==> src/rtl/bcd_counter_bank.sv <==
// Packed-BCD counter bank with per-digit increment, one-digit-per-clock carry ripple
// and a display snapshot that is latched only on the refresh pulse.
module bcd_counter_bank #(
   parameter int DIGITS = 6
) (
   input  logic                  clk,
   input  logic                  reset,
   input  logic                  inc_i,
   input  logic                  ref_i,
   input  logic [DIGITS-1:0]     digit_sel_i,
   input  logic                  clr_i,
   output logic [4*DIGITS-1:0]   count_out_o,
   output logic                  busy_o,
   output logic                  overflow_o
);

   logic [4*DIGITS-1:0] digits_q, digits_d;
   logic [DIGITS-1:0]   pc_q, pc_d;
   logic [DIGITS-1:0]   add, carry;
   logic                overflow_q, overflow_d;

   assign busy_o     = |pc_q;
   assign overflow_o = overflow_q;

   // Handshake: inc_i is accepted only on a cycle where busy_o is low; a pulse
   // arriving while busy_o is high is dropped, so a carry and a fresh select
   // never land on the same digit in one cycle.
   always_comb begin
      digits_d   = digits_q;
      pc_d       = '0;
      carry      = '0;
      add        = pc_q | ({DIGITS{inc_i & ~busy_o}} & digit_sel_i);
      overflow_d = overflow_q;
      for (int i = 0; i < DIGITS; i++) begin
         if (add[i]) begin
            if (digits_q[4*i +: 4] == 4'd9) begin
               digits_d[4*i +: 4] = 4'd0;
               carry[i]           = 1'b1;
            end else begin
               digits_d[4*i +: 4] = digits_q[4*i +: 4] + 4'd1;
            end
         end
      end
      for (int i = 0; i < DIGITS - 1; i++) begin
         pc_d[i+1] = carry[i];
      end
      // The top digit's wrap is only recorded, never propagated.
      if (carry[DIGITS-1]) begin
         overflow_d = 1'b1;
      end
      if (clr_i) begin
         digits_d   = '0;
         pc_d       = '0;
         overflow_d = 1'b0;
      end
   end

   always_ff @(posedge clk or posedge reset) begin
      if (reset) begin
         digits_q    <= '0;
         pc_q        <= '0;
         overflow_q  <= 1'b0;
         count_out_o <= '0;
      end else begin
         digits_q   <= digits_d;
         pc_q       <= pc_d;
         overflow_q <= overflow_d;
         if (ref_i) begin
            count_out_o <= digits_q;
         end
      end
   end

endmodule

==> config.mk <==
export PLATFORM = sky130hd
export DESIGN_NAME = bcd_counter_bank
export DESIGN_NICKNAME = d
export VERILOG_FILES = /design/src/rtl/bcd_counter_bank.sv
export SDC_FILE = /design/constraint.sdc
export NUM_CORES = 1
export LEC_CHECK = 0
export ABC_AREA = 0
export ABC_CLOCK_PERIOD_IN_PS = 2300
export CAP_MARGIN = 0
export CORE_ASPECT_RATIO = 2
export CORE_MARGIN = 4
export CORE_UTILIZATION = 53
export CTS_CLUSTER_SIZE = 12
export DETAILED_ROUTE_END_ITERATION = 7
export GPL_ROUTABILITY_DRIVEN = 0
export HOLD_SLACK_MARGIN = 0.1
export PLACE_DENSITY = 0.89
export SKIP_CTS_REPAIR_TIMING = 1
export SYNTH_ARGS = -nofsm -noshare
export SYNTH_HDL_FRONTEND = slang
export SYNTH_SLANG_ARGS = --single-unit
==> constraint.sdc <==
create_clock -name clk -period 2.3 [get_ports clk]
set_input_delay 0.345 -clock clk [delete_from_list [all_inputs] [get_ports clk]]
set_output_delay 0.345 -clock clk [all_outputs]
set_load 0.005 [all_outputs]
==> metrics.txt <==
# TYPE chip_impl_metric gauge
chip_impl_info{name="run_status",value="finished clean"} 1
chip_impl_info{name="crit_path_start_kind",value="flop"} 1
chip_impl_info{name="worst_hold_path_type",value="in2async"} 1
chip_impl_metric{name="post_route_worst_setup_slack",unit="ns"} 0.114
chip_impl_metric{name="total_area_of_multi_input_combinational_cells",unit="um2"} 1080
chip_impl_metric{name="max_freq",unit="MHz"} 458
chip_impl_metric{name="final-seq-area",unit="um2"} 1350
chip_impl_metric{name="hpwl",unit="um"} 3300
chip_impl_metric{name="layout-drive-gt1-share",unit=""} 0.188
chip_impl_metric{name="pwr_density_cell",unit="nW/um2"} 552
chip_impl_info{name="clock_tree_from_tritoncts",value="yes"} 1
chip_impl_metric{name="clkSlewWorstSetupHoldPaths",unit="ns"} 0.09
chip_impl_metric{name="synth_enable_flop_cells",unit=""} 0
chip_impl_info{name="synthDominantAreaCellType",value="sky130_fd_sc_hd__dfrtp_1"} 1
chip_impl_metric{name="holdWs",unit="ns"} 0.406
chip_impl_info{name="critical-path-slowest-cell",value="sky130_fd_sc_hd__clkdlybuf4s50_1"} 1
chip_impl_metric{name="power.switching_fraction",unit=""} 0.230
chip_impl_metric{name="critical_path_depth",unit=""} 3
chip_impl_metric{name="final_routed_wirelength",unit="um"} 4690
chip_impl_metric{name="yosys.cell_types.count",unit=""} 34
chip_impl_metric{name="post_drt_via_cell_ratio",unit=""} 5.72
chip_impl_metric{name="antenna_diode_instance_count",unit=""} 0
chip_impl_info{name="synth_area_leaders",value="sky130_fd_sc_hd__dfrtp_1 (54%), sky130_fd_sc_hd__mux2_2 (11%), sky130_fd_sc_hd__ha_1 (6.0%)"} 1
chip_impl_metric{name="layout.core_utilization",unit=""} 0.667
chip_impl_metric{name="layout_worst_path_cycle_share",unit=""} 0.950
chip_impl_metric{name="max_slew_margin",unit=""} 0.594
chip_impl_metric{name="maximum_number_of_pins_on_one_net_before_global_route_repair",unit=""} 55
chip_impl_metric{name="power.sequential.fraction",unit=""} 0.590
chip_impl_metric{name="initial_utilization",unit=""} 0.544
chip_impl_metric{name="clock_path_buffers",unit=""} 2
chip_impl_metric{name="reg2reg_setup_slack",unit="ns"} 0.31
chip_impl_info{name="cp_cell_sequence",value="nor4_4 > or2b_1 > clkdlybuf4s50_1"} 1
chip_impl_metric{name="final.setup_skew",unit="ns"} 0.00674
chip_impl_info{name="rsz_0062_raised_after_global_routing",value="false"} 1
chip_impl_metric{name="worstPathArrival",unit="ns"} 1.84
chip_impl_metric{name="r2r_cells",unit=""} 5
chip_impl_metric{name="timing.critical_path.required",unit="ns"} 1.96
chip_impl_metric{name="worst-path-max-fanout",unit=""} 6
chip_impl_metric{name="power_report.internal_total",unit="mW"} 1.30
chip_impl_metric{name="grt_first_pass_wirelength",unit="um"} 8310
chip_impl_info{name="postSynth.topFlopCell",value="sky130_fd_sc_hd__dfrtp_1"} 1
chip_impl_metric{name="gr-usage-all-layers",unit=""} 0.173
chip_impl_metric{name="synth.cell_area",unit="um2"} 2500
chip_impl_metric{name="tritoncts_num_sinks",unit=""} 54
chip_impl_metric{name="placement.cell_area",unit="um2"} 2950
chip_impl_metric{name="ant_nets",unit=""} 0
chip_impl_metric{name="synth.avg_cell_area",unit="um2"} 11.6
chip_impl_metric{name="clock_insertion_delay_worst_skew",unit="ns"} 0.30
chip_impl_metric{name="worstMarginPinSlew",unit="ns"} 0.606
chip_impl_metric{name="leakagePower",unit="nW"} 1.39
chip_impl_info{name="crit_family",value="simple AND/OR/NAND/NOR gates"} 1
chip_impl_metric{name="p_clk_frac",unit=""} 0.312
chip_impl_metric{name="i_o_pins",unit=""} 37
chip_impl_info{name="timing_worst_setup_path_type",value="reg2out"} 1
chip_impl_metric{name="vias_in_the_first_global_route",unit=""} 1854
chip_impl_metric{name="synth_cells",unit=""} 215
chip_impl_metric{name="ys_async_sr_fraction",unit=""} 1.00
chip_impl_info{name="synth.cells.most_frequent",value="sky130_fd_sc_hd__dfrtp_1 (54), sky130_fd_sc_hd__mux2_2 (24), sky130_fd_sc_hd__a21oi_1 (19)"} 1
chip_impl_metric{name="cts.htree.levels",unit=""} 2
chip_impl_metric{name="detail_route.first_pass.iterations",unit=""} 4
chip_impl_metric{name="antenna_found_initial",unit=""} 0
chip_impl_info{name="end_kind",value="primary output"} 1
chip_impl_info{name="synthMostInstantiatedCell",value="sky130_fd_sc_hd__dfrtp_1"} 1
chip_impl_metric{name="final_max_slew_viol_count",unit=""} 0
chip_impl_metric{name="cap_violations",unit=""} 0
chip_impl_metric{name="place.port_buffers",unit=""} 36
chip_impl_metric{name="overflow",unit=""} 0
chip_impl_metric{name="timing.final.hold_violations",unit=""} 0
chip_impl_info{name="worst_r2r_endpoint",value="digits_q[6]$_DFFE_PP0P_"} 1
chip_impl_metric{name="nNetsFinal",unit=""} 282
chip_impl_metric{name="setup_violations",unit=""} 0
chip_impl_metric{name="nFillCells",unit=""} 361
chip_impl_metric{name="routedWlPerCell",unit="um"} 14.9
chip_impl_metric{name="die_area",unit="um2"} 5950
chip_impl_metric{name="area_growth",unit="%"} 22.6
chip_impl_metric{name="yosys.area.top_type_share",unit=""} 0.540
chip_impl_metric{name="width_of_the_chip",unit="um"} 56.6
chip_impl_metric{name="slowest_delay",unit="ns"} 0.44
chip_impl_metric{name="ys_warnings",unit=""} 0
chip_impl_metric{name="tritoncts_buffers",unit=""} 5
chip_impl_metric{name="drt-initial-drc-count",unit=""} 39
chip_impl_metric{name="post-route-cell-area",unit="um2"} 3070
chip_impl_metric{name="power_frac_comb",unit=""} 0.099
chip_impl_metric{name="ir_worst_vdd",unit="V"} 0.000529
chip_impl_metric{name="synth-seq-area-share",unit=""} 0.540
chip_impl_metric{name="tns",unit="ns"} 0
chip_impl_info{name="crit-reg2reg-launch",value="pc_q[5]$_DFF_PP0_"} 1
chip_impl_info{name="ctsRootBufferMaster",value="sky130_fd_sc_hd__clkbuf_8"} 1
chip_impl_metric{name="placement_rows",unit=""} 35
chip_impl_metric{name="core_region_area",unit="um2"} 4600
chip_impl_metric{name="die_y",unit="um"} 105
chip_impl_info{name="setup.worst_path.start",value="pc_q[5]$_DFF_PP0_"} 1
chip_impl_metric{name="ys_seq_elements",unit=""} 54
chip_impl_metric{name="synthesis.nets",unit=""} 238
chip_impl_metric{name="routed-via-count",unit=""} 1802
chip_impl_metric{name="layout_min_cycle_time",unit="ns"} 2.19
chip_impl_metric{name="p_switching",unit="mW"} 0.389
chip_impl_metric{name="dpl_worst_slack",unit="ns"} 0.0649
chip_impl_metric{name="route.detailed.drc",unit=""} 0
chip_impl_metric{name="critical_path_buf_inv_count",unit=""} 1
==> placed cells by master (no fill, tap or decap), types with 2 or more instances in the layout <==
master	instances
sky130_fd_sc_hd__a21oi_1	19
sky130_fd_sc_hd__a31o_2	3
sky130_fd_sc_hd__a31oi_1	7
sky130_fd_sc_hd__a32o_1	2
sky130_fd_sc_hd__and2_1	2
sky130_fd_sc_hd__and3b_1	3
sky130_fd_sc_hd__buf_4	7
sky130_fd_sc_hd__clkbuf_8	6
sky130_fd_sc_hd__clkdlybuf4s50_1	36
sky130_fd_sc_hd__dfrtp_1	54
sky130_fd_sc_hd__ha_1	12
sky130_fd_sc_hd__inv_1	10
sky130_fd_sc_hd__mux2_2	24
sky130_fd_sc_hd__nand2_1	7
sky130_fd_sc_hd__nand2b_1	3
sky130_fd_sc_hd__nand3_1	6
sky130_fd_sc_hd__nand3b_1	2
sky130_fd_sc_hd__nor2_1	7
sky130_fd_sc_hd__nor2b_1	4
sky130_fd_sc_hd__nor3b_1	4
sky130_fd_sc_hd__o21ai_0	9
sky130_fd_sc_hd__o31ai_1	3
sky130_fd_sc_hd__or3_1	9
sky130_fd_sc_hd__or3_2	3
sky130_fd_sc_hd__or4_1	4
==> logic make-up (layout without fill, tap and decap cells) <==
kind of cell             count (synthesis)  count (layout)  synth area share
adder cells (fa/ha/maj)                 12              12            0.0600
buffers and inverters                   18              63            0.0275
AND/OR/NAND/NOR                         60              60             0.150
flip-flops                              54              54             0.540
XOR/XNOR                                 1               1           0.00350
AO/OA/AOI/OAI                           46              46             0.112
multiplexers                            24              24             0.108
==> how the worst max path moves through the flow <==
stage	to
finish	busy_o
CTS	busy_o
global placement	digits_q[18]$_DFFE_PP0P_
global route	busy_o
floorplan	digits_q[21]$_DFFE_PP0P_
detailed placement	digits_q[17]$_DFFE_PP0P_
==> state kept, by name, indices dropped and copies added, names as in the netlist <==
signal and flops:
count_out_o 24, digits_q 24, pc_q 5, overflow_o 1
==> worst reg2reg max path: stages, from the launching register on <==
cell and delay [ns]:
sky130_fd_sc_hd__dfrtp_1 0.42, sky130_fd_sc_hd__nor4_4 0.41, sky130_fd_sc_hd__buf_4 0.19, sky130_fd_sc_hd__a31oi_1 0.20, sky130_fd_sc_hd__or4_1 0.52, sky130_fd_sc_hd__a21oi_1 0.16
==> final cells by class <==
cell class	count	area share
sequential	54	0.440
multi-input combinational	143	0.353
timing repair buffer	44	0.141
clock buffer	7	0.0281
tap	55	0.0224
inverter	11	0.0135
clock inverter	1	0.00163
==> metal layers <==
| metal | global-route usage | up-vias | share of wire |
|---|---|---|---|
| met5 | 0 | - | 0 |
| li1 | - | 867 | - |
| met1 | 0.206 | 892 | 0.41 |
| met3 | 0.0297 | 9 | 0.035 |
| met4 | 0.0594 | 0 | 0.015 |
| met2 | 0.306 | 34 | 0.54 |
==> power by group through the flow <==
| stage | Sequential [mW] | Clock, mW | Combinational [mW] |
|---|---|---|---|
| CTS | 0.999 | 0.550 | 0.170 |
| detailed placement | 1.02 | 0 | 0.170 |
| finish | 0.999 | 0.528 | 0.167 |
| global placement | 1.02 | 0 | 0.165 |
| floorplan | 1.01 | 0 | 0.0903 |
| global route | 1.00 | 0.594 | 0.187 |
==> stage by stage <==
step,power (mW),instances
finish,1.69,315
global route,1.79,315
CTS,1.72,312
detailed placement,1.19,304
global placement,1.18,304
floorplan,1.10,215
No activity file was read; power rests on OpenSTA's default activity.
